[src/rtl/debug_host_bridge_if.sv]
// Host-link and b16 bus signal bundle for the debug host bridge.
// Latency: none (wires only).
// Backpressure: rx uses valid/ready, tx uses valid/ready, bus completes on bus_ack.
interface debug_host_bridge_if #(
    parameter int l = 16
);
    logic [7:0]   rx_data;
    logic         rx_valid;
    logic         rx_ready;
    logic [7:0]   tx_data;
    logic         tx_valid;
    logic         tx_ready;
    logic [l-1:1] bus_addr;
    logic [l-1:0] bus_wdata;
    logic         bus_r;
    logic [1:0]   bus_w;
    logic [l-1:0] bus_rdata;
    logic         bus_ack;

    // Bridge side: consumes rx bytes, produces tx bytes, masters the bus.
    modport master (
        input  rx_data, rx_valid,
        output rx_ready,
        output tx_data, tx_valid,
        input  tx_ready,
        output bus_addr, bus_wdata, bus_r, bus_w,
        input  bus_rdata, bus_ack
    );

    // Environment side: host link endpoints plus the bus slave.
    modport slave (
        output rx_data, rx_valid,
        input  rx_ready,
        input  tx_data, tx_valid,
        output tx_ready,
        input  bus_addr, bus_wdata, bus_r, bus_w,
        output bus_rdata, bus_ack
    );
endinterface

[src/rtl/debug_host_bridge.sv]
// Debug host bridge: parses host byte frames ('W'/'R') into single b16 bus accesses and replies.
// Latency: first reply byte one cycle after the bus ack or timeout; '?' one cycle after the bad byte.
// Backpressure: rx_ready low from bus access to end of reply; tx_ready low stalls indefinitely.
// Optional macro DBG_HOST_AUTOINC_EN: held auto-incrementing address plus short 'w'/'r' commands.
module debug_host_bridge #(
    parameter int l       = 16,
    parameter int TIMEOUT = 255
) (
    input  logic                clk,
    input  logic                reset,
    debug_host_bridge_if.master host,
    output logic                busy
);
    localparam int CW = (TIMEOUT < 2) ? 1 : $clog2(TIMEOUT + 1);

    typedef enum logic [3:0] {
        IDLE,
        ADDR_HI,
        ADDR_LO,
        DATA_HI,
        DATA_LO,
        BUS,
        TX_HI,
        TX_LO,
        TX_ACK,
        TX_ERR
    } state_t;

    state_t        state_q, state_d;
    logic [l-1:1]  addr_q, addr_d;
    logic [l-1:0]  wdata_q, wdata_d;
    logic [l-1:0]  rdata_q, rdata_d;
    logic          wr_q, wr_d;
    logic [7:0]    err_q, err_d;
    logic [CW-1:0] cnt_q, cnt_d;

    logic          rx_rdy;
    logic          rx_hs;
    logic          tx_vld;
    logic          in_bus;
    logic          timed_out;
    logic [CW-1:0] cnt_inc;
    logic [7:0]    tx_dat;

    assign rx_rdy    = (state_q == IDLE)    || (state_q == ADDR_HI) || (state_q == ADDR_LO) ||
                       (state_q == DATA_HI) || (state_q == DATA_LO);
    assign rx_hs     = rx_rdy && host.rx_valid;
    assign tx_vld    = (state_q == TX_HI) || (state_q == TX_LO) ||
                       (state_q == TX_ACK) || (state_q == TX_ERR);
    assign in_bus    = (state_q == BUS);
    assign cnt_inc   = cnt_q + 1'b1;
    // The limit is hit on the cycle whose increment would reach TIMEOUT; 0 disables it.
    assign timed_out = (TIMEOUT != 0) && (cnt_inc == CW'(TIMEOUT));

    assign host.rx_ready  = rx_rdy;
    assign host.tx_valid  = tx_vld;
    assign host.tx_data   = tx_dat;
    assign host.bus_addr  = addr_q;
    assign host.bus_wdata = wdata_q;
    assign host.bus_r     = in_bus && !wr_q;
    assign host.bus_w     = {2{in_bus && wr_q}};
    assign busy           = (state_q != IDLE);

    // Reply byte selection; idle link shows zero.
    always_comb begin
        tx_dat = 8'h00;
        case (state_q)
            TX_HI:   tx_dat = rdata_q[l-1 -: 8];
            TX_LO:   tx_dat = rdata_q[7:0];
            TX_ACK:  tx_dat = 8'h4B;
            TX_ERR:  tx_dat = err_q;
            default: tx_dat = 8'h00;
        endcase
    end

    // Frame parsing, bus access sequencing and reply sequencing.
    always_comb begin
        state_d = state_q;
        addr_d  = addr_q;
        wdata_d = wdata_q;
        rdata_d = rdata_q;
        wr_d    = wr_q;
        err_d   = err_q;
        cnt_d   = cnt_q;
        case (state_q)
            IDLE: begin
                if (rx_hs) begin
                    case (host.rx_data)
                        8'h57: begin
                            wr_d    = 1'b1;
                            state_d = ADDR_HI;
                        end
                        8'h52: begin
                            wr_d    = 1'b0;
                            state_d = ADDR_HI;
                        end
`ifdef DBG_HOST_AUTOINC_EN
                        8'h77: begin
                            wr_d    = 1'b1;
                            state_d = DATA_HI;
                        end
                        8'h72: begin
                            wr_d    = 1'b0;
                            cnt_d   = '0;
                            state_d = BUS;
                        end
`endif
                        default: begin
                            err_d   = 8'h3F;
                            state_d = TX_ERR;
                        end
                    endcase
                end
            end
            ADDR_HI: begin
                if (rx_hs) begin
                    addr_d[l-1 -: 8] = host.rx_data;
                    state_d          = ADDR_LO;
                end
            end
            ADDR_LO: begin
                if (rx_hs) begin
                    // Byte address LSB is dropped: the bus is word addressed.
                    addr_d[7:1] = host.rx_data[7:1];
                    if (wr_q) begin
                        state_d = DATA_HI;
                    end else begin
                        cnt_d   = '0;
                        state_d = BUS;
                    end
                end
            end
            DATA_HI: begin
                if (rx_hs) begin
                    wdata_d[l-1 -: 8] = host.rx_data;
                    state_d           = DATA_LO;
                end
            end
            DATA_LO: begin
                if (rx_hs) begin
                    wdata_d[7:0] = host.rx_data;
                    cnt_d        = '0;
                    state_d      = BUS;
                end
            end
            BUS: begin
                // An ack on the limit cycle still counts as a normal completion.
                if (host.bus_ack) begin
                    if (!wr_q) begin
                        rdata_d = host.bus_rdata;
                    end
`ifdef DBG_HOST_AUTOINC_EN
                    addr_d = addr_q + 1'b1;
`endif
                    state_d = wr_q ? TX_ACK : TX_HI;
                end else if (timed_out) begin
                    cnt_d   = cnt_inc;
                    err_d   = 8'h21;
                    state_d = TX_ERR;
                end else begin
                    cnt_d = cnt_inc;
                end
            end
            TX_HI: begin
                if (host.tx_ready) begin
                    state_d = TX_LO;
                end
            end
            TX_LO, TX_ACK, TX_ERR: begin
                if (host.tx_ready) begin
                    state_d = IDLE;
                end
            end
            default: state_d = IDLE;
        endcase
    end

    // State and datapath registers; reset drops any partial frame or access silently.
    always_ff @(posedge clk) begin
        if (reset) begin
            state_q <= IDLE;
            addr_q  <= '0;
            wdata_q <= '0;
            rdata_q <= '0;
            wr_q    <= 1'b0;
            err_q   <= 8'h00;
            cnt_q   <= '0;
        end else begin
            state_q <= state_d;
            addr_q  <= addr_d;
            wdata_q <= wdata_d;
            rdata_q <= rdata_d;
            wr_q    <= wr_d;
            err_q   <= err_d;
            cnt_q   <= cnt_d;
        end
    end
endmodule
[src/flat_wrapper.sv]
// flat-port wrapper written by rule: the top's interface ports become plain ports
module debug_host_bridge_flat 
#(
    parameter int l       = 16,
    parameter int TIMEOUT = 255
)
  (clk, reset, busy, host_rx_data, host_rx_valid, host_rx_ready, host_tx_data, host_tx_valid, host_tx_ready, host_bus_addr, host_bus_wdata, host_bus_r, host_bus_w, host_bus_rdata, host_bus_ack);
  debug_host_bridge_if #(.l(l)) host_i ();
  input  logic clk;
  input  logic reset;
  output logic busy;
  input wire logic [$bits(host_i.rx_data)-1:0] host_rx_data;
  input wire logic [$bits(host_i.rx_valid)-1:0] host_rx_valid;
  output wire logic [$bits(host_i.rx_ready)-1:0] host_rx_ready;
  output wire logic [$bits(host_i.tx_data)-1:0] host_tx_data;
  output wire logic [$bits(host_i.tx_valid)-1:0] host_tx_valid;
  input wire logic [$bits(host_i.tx_ready)-1:0] host_tx_ready;
  output wire logic [$bits(host_i.bus_addr)-1:0] host_bus_addr;
  output wire logic [$bits(host_i.bus_wdata)-1:0] host_bus_wdata;
  output wire logic [$bits(host_i.bus_r)-1:0] host_bus_r;
  output wire logic [$bits(host_i.bus_w)-1:0] host_bus_w;
  input wire logic [$bits(host_i.bus_rdata)-1:0] host_bus_rdata;
  input wire logic [$bits(host_i.bus_ack)-1:0] host_bus_ack;
  assign host_i.rx_data = host_rx_data;
  assign host_i.rx_valid = host_rx_valid;
  assign host_rx_ready = host_i.rx_ready;
  assign host_tx_data = host_i.tx_data;
  assign host_tx_valid = host_i.tx_valid;
  assign host_i.tx_ready = host_tx_ready;
  assign host_bus_addr = host_i.bus_addr;
  assign host_bus_wdata = host_i.bus_wdata;
  assign host_bus_r = host_i.bus_r;
  assign host_bus_w = host_i.bus_w;
  assign host_i.bus_rdata = host_bus_rdata;
  assign host_i.bus_ack = host_bus_ack;
  debug_host_bridge #(.l(l), .TIMEOUT(TIMEOUT)) u_core (.clk(clk), .reset(reset), .host(host_i), .busy(busy));
endmodule
[config.mk]
export PLATFORM = sky130hd
export DESIGN_NAME = debug_host_bridge_flat
export DESIGN_NICKNAME = d
export VERILOG_FILES = /design/src/rtl/debug_host_bridge_if.sv /design/src/rtl/debug_host_bridge.sv /design/src/flat_wrapper.sv
export SDC_FILE = /design/constraint.sdc
export NUM_CORES = 1
export LEC_CHECK = 0
export CAP_MARGIN = 20
export CORE_MARGIN = 1
export CORE_UTILIZATION = 55
export CTS_BUF_LIST = sky130_fd_sc_hd__clkbuf_2
export CTS_CLUSTER_DIAMETER = 80
export CTS_CLUSTER_SIZE = 8
export DETAILED_ROUTE_END_ITERATION = 7
export PLACE_DENSITY = 0.94
export SYNTH_ARGS = -nofsm -noshare
export SYNTH_HDL_FRONTEND = slang
export SYNTH_SLANG_ARGS = --single-unit
[constraint.sdc]
create_clock -name clk -period 4.25 [get_ports clk]
set_input_delay 0.6375 -clock clk [delete_from_list [all_inputs] [get_ports clk]]
set_output_delay 0.6375 -clock clk [all_outputs]
set_load 0.01 [all_outputs]
==> results.ini, run 1 <==
[clock_network]
htreeDepth = 3
ctsHoldBuffers = 0
postCtsSetupRepairBufs = 0
cts-resized-gates = 0
cts_buffers = 9
clk_path_buf_depth = 2
cts_tree = built
cts_sinks = 62
worstSkewPairLatency_ps = 500
clkTransAtPathRegs_ps = 170
cts_root_buf = clkbuf_2

[synth]
synth_flop_cell = dfxtp_1
async_flop_share_pct = 0
syn-num-nets = 379
ys_ff_latch = 62
syn_area_per_cell_sq_um = 8.500
syn_inst = 348
synth_warnings = 0
synth_area_sq_um = 2958
ys_types = 55
seq_area_frac_synth_pct = 41.96
synth_edf_count = 0

[global_routing]
grt_antenna_before_repair = 0
grt_usage_pct = 28.28
grt_pass1_wl_um = 11960
grt-ovfl-total = 0
grt_pass1_vias = 2583
grt_max_degree = 64

[worst_setup_path]
rr_endpoint = u_core.cnt_q[7]$_SDFFE_PP0P_
worst_path_largest_cell_delay_ps = 760
reg2reg_depth = 4
r2r_start = u_core.state_q[0]$_SDFFE_PP0P_
arrival_ps = 2960
required_ps = 3610
worst-path-max-fanout = 17
reg2reg_slack_ps = 1950
crit_chain = nand2_1 > nor2_1 > a22o_1 > a22o_1 > clkdlybuf4s50_1
end_kind = primary output
cp-startpoint = u_core.state_q[1]$_SDFFE_PP0P_
cpMaxStageDelayCell = dfxtp_1
startpoint_type = flop
endpoint = host_tx_data[4]
crit_top_cell = a22o_1
criticalPathCategory = reg2out

[drt]
wl_per_cell_um = 15.75
drt_iter0_drc = 197
ant_nets = 0
drc = 0
wl_um = 7607
viasPerCell = 5.793
first_pass_iters = 5
num_vias = 2798

[sta]
slew_viol_final = 0
setup_tns_ps = 0
finClkSkew_ps = 23.18
slew_headroom_pct = 30.30
finalSetupViolations = 0
whs_ps = 472.4
grt_setup_unrepaired = no
fin_ws_ps = 648.2
tightest_slew_ps = 1044
hold_viol = 0
period_share_pct = 84.75
clock.fmax_ghz = 0.2776
period_minus_slack_ps = 3602

[final_layout]
final_net_count = 439
diodes = 0
final_util_pct = 73.78
n_fill_cell = 384
fin_area_sq_um = 3792
syn2layout_area_growth_pct = 28.21
fin_cells = 483
layout-drive-gt1-share_pct = 8.475

[floorplanning]
fp.dieW_um = 75.34
dieArea_sq_um = 5675
row_count = 26
die_h_um = 75.34
io_pins = 74
initial_core_util_pct = 57.55
coreArea_sq_um = 5140

[power]
p_leak_nw = 1.479
peakVddDrop_uv = 333.0
powerDensity_nw_per_um2 = 420.1
power.total_mw = 1.593

[placed_design]
dp_hpwl_um = 5236
place_area_sq_um = 3638
dpl_worst_slack_ps = 1256
portBuffers = 73
dp.cells = 466
gp_congestion = 0.8776

[job]
maxCapViolations = 0

[worst_hold_path]
hp-class = reg2reg

[outcome]
status = completed

## state kept, by name, indices dropped and copies added (netlist names)
name	count
u_core.rdata_q	16
u_core.host.bus_addr	15
u_core.state_q	4
u_core.host.bus_wdata	16
u_core.cnt_q	8
u_core.wr_q	1
u_core.err_q	2
## per-layer routing
metal | global-route usage, % | wire length (um) | up-vias
met5 | 0 | 0 | -
met4 | 11.93 | 150 | 0
met3 | 7.937 | 564 | 17
met2 | 48.61 | 3710 | 115
met1 | 33.22 | 3182 | 1322
li1 | - | - | 1344
## worst max-delay path, delay by kind of cell (launching register included)
| family | cells | cell delay, ps |
|---|---|---|
| DFF | 1 | 760 |
| AOI/OAI and AO/OA | 2 | 370 |
| buffers and inverters | 1 | 530 |
| and+or+nand+nor | 2 | 800 |
## cell type report
class	instances	area [sq um]	share of cell area (%)
Timing Repair Buffer	75	753.2	19.86
Multi-Input combinational cell	253	1550	40.88
Sequential cell	62	1241	32.73
Tap cell	70	87.58	2.309
Clock inverter	7	88.84	2.342
Inverter	7	26.28	0.6928
Clock buffer	9	45.04	1.188
## synth_stat cells, drive strengths merged, types with 2 or more instances
cell | number | share of area [%]
or2 | 2 | 0.42
o21ai | 13 | 2.2
nor2b | 4 | 1.1
nand3 | 9 | 1.9
nand3b | 3 | 1.2
a32oi | 4 | 1.2
ha | 2 | 0.85
nand4b | 2 | 0.59
or3 | 2 | 0.42
and3 | 2 | 0.42
and2 | 2 | 0.42
mux2i | 30 | 10
o31ai | 3 | 0.93
nor2 | 51 | 6.6
a31oi | 3 | 0.63
nand2 | 43 | 5.5
nand2b | 3 | 0.63
buf | 12 | 2.7
clkbuf | 13 | 1.7
or4 | 2 | 0.51
a211oi | 2 | 0.51
a21oi | 40 | 6.9
nor3 | 6 | 1.0
inv | 7 | 0.89
o21a | 2 | 0.51
nand4 | 3 | 0.85
a22o | 6 | 1.8
dfxtp | 62 | 42
and4bb | 2 | 0.85
## how the worst min path moves through the flow
stage | from | endpoint | cells after the start
6_report | u_core.rdata_q[6]$_SDFFE_PP0P_ | u_core.rdata_q[6]$_SDFFE_PP0P_ | 2
5_1_grt | u_core.rdata_q[6]$_SDFFE_PP0P_ | u_core.rdata_q[6]$_SDFFE_PP0P_ | 2
4_1_cts | u_core.rdata_q[6]$_SDFFE_PP0P_ | u_core.rdata_q[6]$_SDFFE_PP0P_ | 2
3_5_place_dp | u_core.rdata_q[6]$_SDFFE_PP0P_ | u_core.rdata_q[6]$_SDFFE_PP0P_ | 2
3_3_place_gp | u_core.rdata_q[6]$_SDFFE_PP0P_ | u_core.rdata_q[6]$_SDFFE_PP0P_ | 2
2_1_floorplan | u_core.rdata_q[15]$_SDFFE_PP0P_ | u_core.rdata_q[15]$_SDFFE_PP0P_ | 2
## cells by family (layout without fill, tap and decap cells)
group,Yosys count,after routing,share of synthesized area [%]
xor gates and xnor gates,1,1,0.2962
DFF,62,62,41.96
AOI/OAI and AO/OA,82,82,17.81
buffers and inverters,33,98,5.626
and+or+nand+nor,138,138,23.31
muxes,30,30,10.15
adders and majority gates,2,2,0.8459
## report_power, final
group | internal [mW] | total (mW) | switching (mW)
sequential | 0.619 | 0.716 | 0.0973
clock | 0.191 | 0.406 | 0.215
combinational | 0.249 | 0.471 | 0.223
total | 1.06 | 1.59 | 0.535
## cell usage in the layout, fill, tap and decap left out, types with 3 or more instances in the layout
cell             netlist  final
nand3_1                8      8
nor2b_1                3      3
nand2_1               42     42
clkdlybuf4s50_1        0     72
a21oi_1               39     39
a32oi_1                4      4
dfxtp_1               62     62
o21ai_0               13     13
nor3_1                 6      6
a22o_1                 6      6
a31oi_1                3      3
nor2_1                49     49
clkbuf_2               1      9
inv_1                  6      6
nand2b_1               3      3
mux2i_1               30     30
(Power assumes the default switching activity.)
==> run 2, diff against run 1 <==
Settings changed: CORE_UTILIZATION 55 to 51, PLACE_DENSITY 0.94 to 0.88.
Clock period 4.25 ns to 3.36 ns, I/O delays scaled along.
==> results.ini, run 2 (synthesis gave the netlist of run 1 again) <==
[power]
powerDensity_nw_per_um2 = 514.8  ; +23%
p_sw_share_pct = 34.51  ; +0.94 points
p_comb_share_pct = 32.1  ; +2.5 points
seq_power_share_pct = 45.6  ; +0.6 points
p_int_mw = 1.270  ; +20%
p_switching_mw = 0.6692  ; +25%
peakVddDrop_uv = 350.9  ; +5.4%
p_leak_nw = 1.479  ; about the same
p_clk_share_pct = 22.3  ; -3.2 points

[global_routing]
grt_antenna_before_repair = 0  ; unchanged
grt-ovfl-total = 0  ; unchanged
grt_pass1_vias = 2616  ; +1.3%
grt_usage_pct = 25.12  ; -3.2 points
grt_pass1_wl_um = 11960  ; unchanged
grt_max_degree = 38  ; -41%

[clock_network]
cts_tree = built
htreeDepth = 3  ; unchanged
cts_buffers = 9  ; unchanged
cts_sinks = 62  ; unchanged
cts_root_buf = clkbuf_2
worstSkewPairLatency_ps = 500  ; about the same
clk_path_buf_depth = 2  ; unchanged
postCtsSetupRepairBufs = 0  ; unchanged
clkTransAtPathRegs_ps = 160  ; about the same

[floorplanning]
io_pins = 74  ; unchanged
initial_core_util_pct = 53.39  ; -4.2 points
coreArea_sq_um = 5540  ; +7.8%
row_count = 27  ; +3.8%
fp.dieW_um = 78.16  ; +3.7%
die_h_um = 78.16  ; +3.7%
dieArea_sq_um = 6108  ; +7.6%

[sta]
whs_ps = 468.0  ; -4.463 ps
fin_ws_ps = 278.9  ; -369.2 ps
slew_viol_final = 0  ; unchanged
slew_headroom_pct = 55.12  ; +25 points
tightest_slew_ps = 673.3  ; -370.8 ps
period_share_pct = 91.70
finClkSkew_ps = 16.87  ; -6.315 ps
hold_viol = 0  ; unchanged
grt_setup_unrepaired = no
clock.fmax_ghz = 0.3246
setup_tns_ps = 0  ; unchanged
period_minus_slack_ps = 3081
finalSetupViolations = 0  ; unchanged

[drt]
first_pass_iters = 4  ; -1
ant_nets = 0  ; unchanged
drt_iter0_drc = 165  ; -16%
drc = 0  ; unchanged
viasPerCell = 5.628  ; -2.8%
wl_um = 7131  ; -6.3%
num_vias = 2741  ; -2.0%
wl_per_cell_um = 14.64  ; -7.0%

[worst_hold_path]
holdPathEnd = u_core.rdata_q[8]$_SDFFE_PP0P_
hp-class = reg2reg
min_from = u_core.rdata_q[8]$_SDFFE_PP0P_
hold_depth = 2  ; unchanged

[worst_setup_path]
reg2reg_slack_ps = 1260  ; -690 ps
arrival_ps = 2580  ; -380 ps
r2r_start = u_core.state_q[0]$_SDFFE_PP0P_
crit_top_cell = a22o_1
crit_chain = nand2_1 > nor2_1 > buf_4 > a22o_1 > a22o_1 > clkdlybuf4s50_1
worst-path-max-fanout = 17  ; unchanged
cpMaxStageDelayCell = dfxtp_1
crit_family = flip-flops
end_kind = primary output
reg2reg_depth = 5  ; +1
crit_buf_inv = 2  ; +1
required_ps = 2860  ; -750 ps
startpoint_type = flop
rr_endpoint = u_core.cnt_q[1]$_SDFFE_PP0P_
criticalPathCategory = reg2out
worst_path_largest_cell_delay_ps = 740  ; -20 ps

[placed_design]
dpl_worst_slack_ps = 735.2  ; -520.8 ps
dp_hpwl_um = 4956  ; -5.3%
gp_congestion = 0.8177  ; -6.8%
portBuffers = 73  ; unchanged

[outcome]
status = completed

[final_layout]
final_common_cell = clkdlybuf4s50_1
layout-drive-gt1-share_pct = 9.157  ; +0.68 points
final_net_count = 441  ; +0.46%
syn2layout_area_growth_pct = 27.37
n_fill_cell = 468  ; +22%
most-common-layout-cells = clkdlybuf4s50_1 (72), dfxtp_1 (61), nor2_1 (49)
diodes = 0  ; unchanged

[job]
maxCapViolations = 0  ; unchanged

## run 2: cell types whose count changed in the layout (fill, tap and decap cells not counted), sizes merged
cell,delta
clkinvlp,-1
clkbuf,+1
buf,+2
bufinv,-1
clkinv,+1
## run 2: area by class of cell
class / count / area, sq um / area share (%)
Tap cell: 72 / 90.09 / 2.391
Timing Repair Buffer: 77 / 755.7 / 20.06
Clock buffer: 10 / 50.05 / 1.328
Sequential cell: 62 / 1242 / 32.98
Clock inverter: 6 / 52.55 / 1.395
Multi-Input combinational cell: 253 / 1550 / 41.15
Inverter: 7 / 26.28 / 0.6974
## run 2: power groups by stage
stage	registers [mW]	logic, mW	clock network, mW
3_5_place_dp	0.895	0.618	0
2_1_floorplan	0.837	0.427	0
5_1_grt	0.895	0.679	0.473
3_3_place_gp	0.890	0.606	0
6_report	0.884	0.622	0.433
4_1_cts	0.878	0.624	0.442
## run 2: worst max path at each step
stage                                               from  slack, ps  depth (start not counted)              end
after floorplan           u_core.state_q[1]$_SDFFE_PP0P_       1450                          6  host_tx_data[0]
after global placement    u_core.state_q[3]$_SDFFE_PP0P_        830                          6  host_tx_data[2]
after detailed placement  u_core.state_q[3]$_SDFFE_PP0P_        740                          6  host_tx_data[4]
after CTS                 u_core.state_q[3]$_SDFFE_PP0P_        170                          6  host_tx_data[4]
after global routing      u_core.state_q[1]$_SDFFE_PP0P_         20                          6  host_tx_data[1]
final                     u_core.state_q[1]$_SDFFE_PP0P_        280                          6  host_tx_data[4]
## run 2: worst reg2reg max path, stage by stage (launching register included)
cell and delay (ps):
dfxtp_1 720, buf_4 320, mux2i_1 100, o32a_2 410
or3_1 360, a21oi_2 140
## run 2: through the flow
| stage | util [%] | power [mW] | cell area (sq um) | cells |
|---|---|---|---|---|
| floorplan | - | 1.264 | 2958 | 348 |
| global placement | 66.12 | 1.496 | 3664 | 471 |
| detailed placement | 66.12 | 1.513 | 3664 | 471 |
| CTS | 67.98 | 1.945 | 3766 | 487 |
| global route | 68.00 | 2.047 | 3767 | 487 |
| finish | 68.00 | 1.939 | 3767 | 487 |
## run 2: layer usage
metal  part of all wire (%)  routed length, um  vias to the layer above  GRT usage (%)
met4                    2.3                165                        0          12.96
met3                    8.3                595                       20          10.00
met5                      0                  0                        -              0
li1                       -                  -                     1348              -
met2                     45               3221                       92          38.77
met1                     44               3149                     1281          30.04
## run 2: timing repair
item,in CTS,in global routing
gates resized for setup,0,1
endpoints found under the setup margin,0,7
hold buffers,0,0
endpoints found under the hold margin,0,0
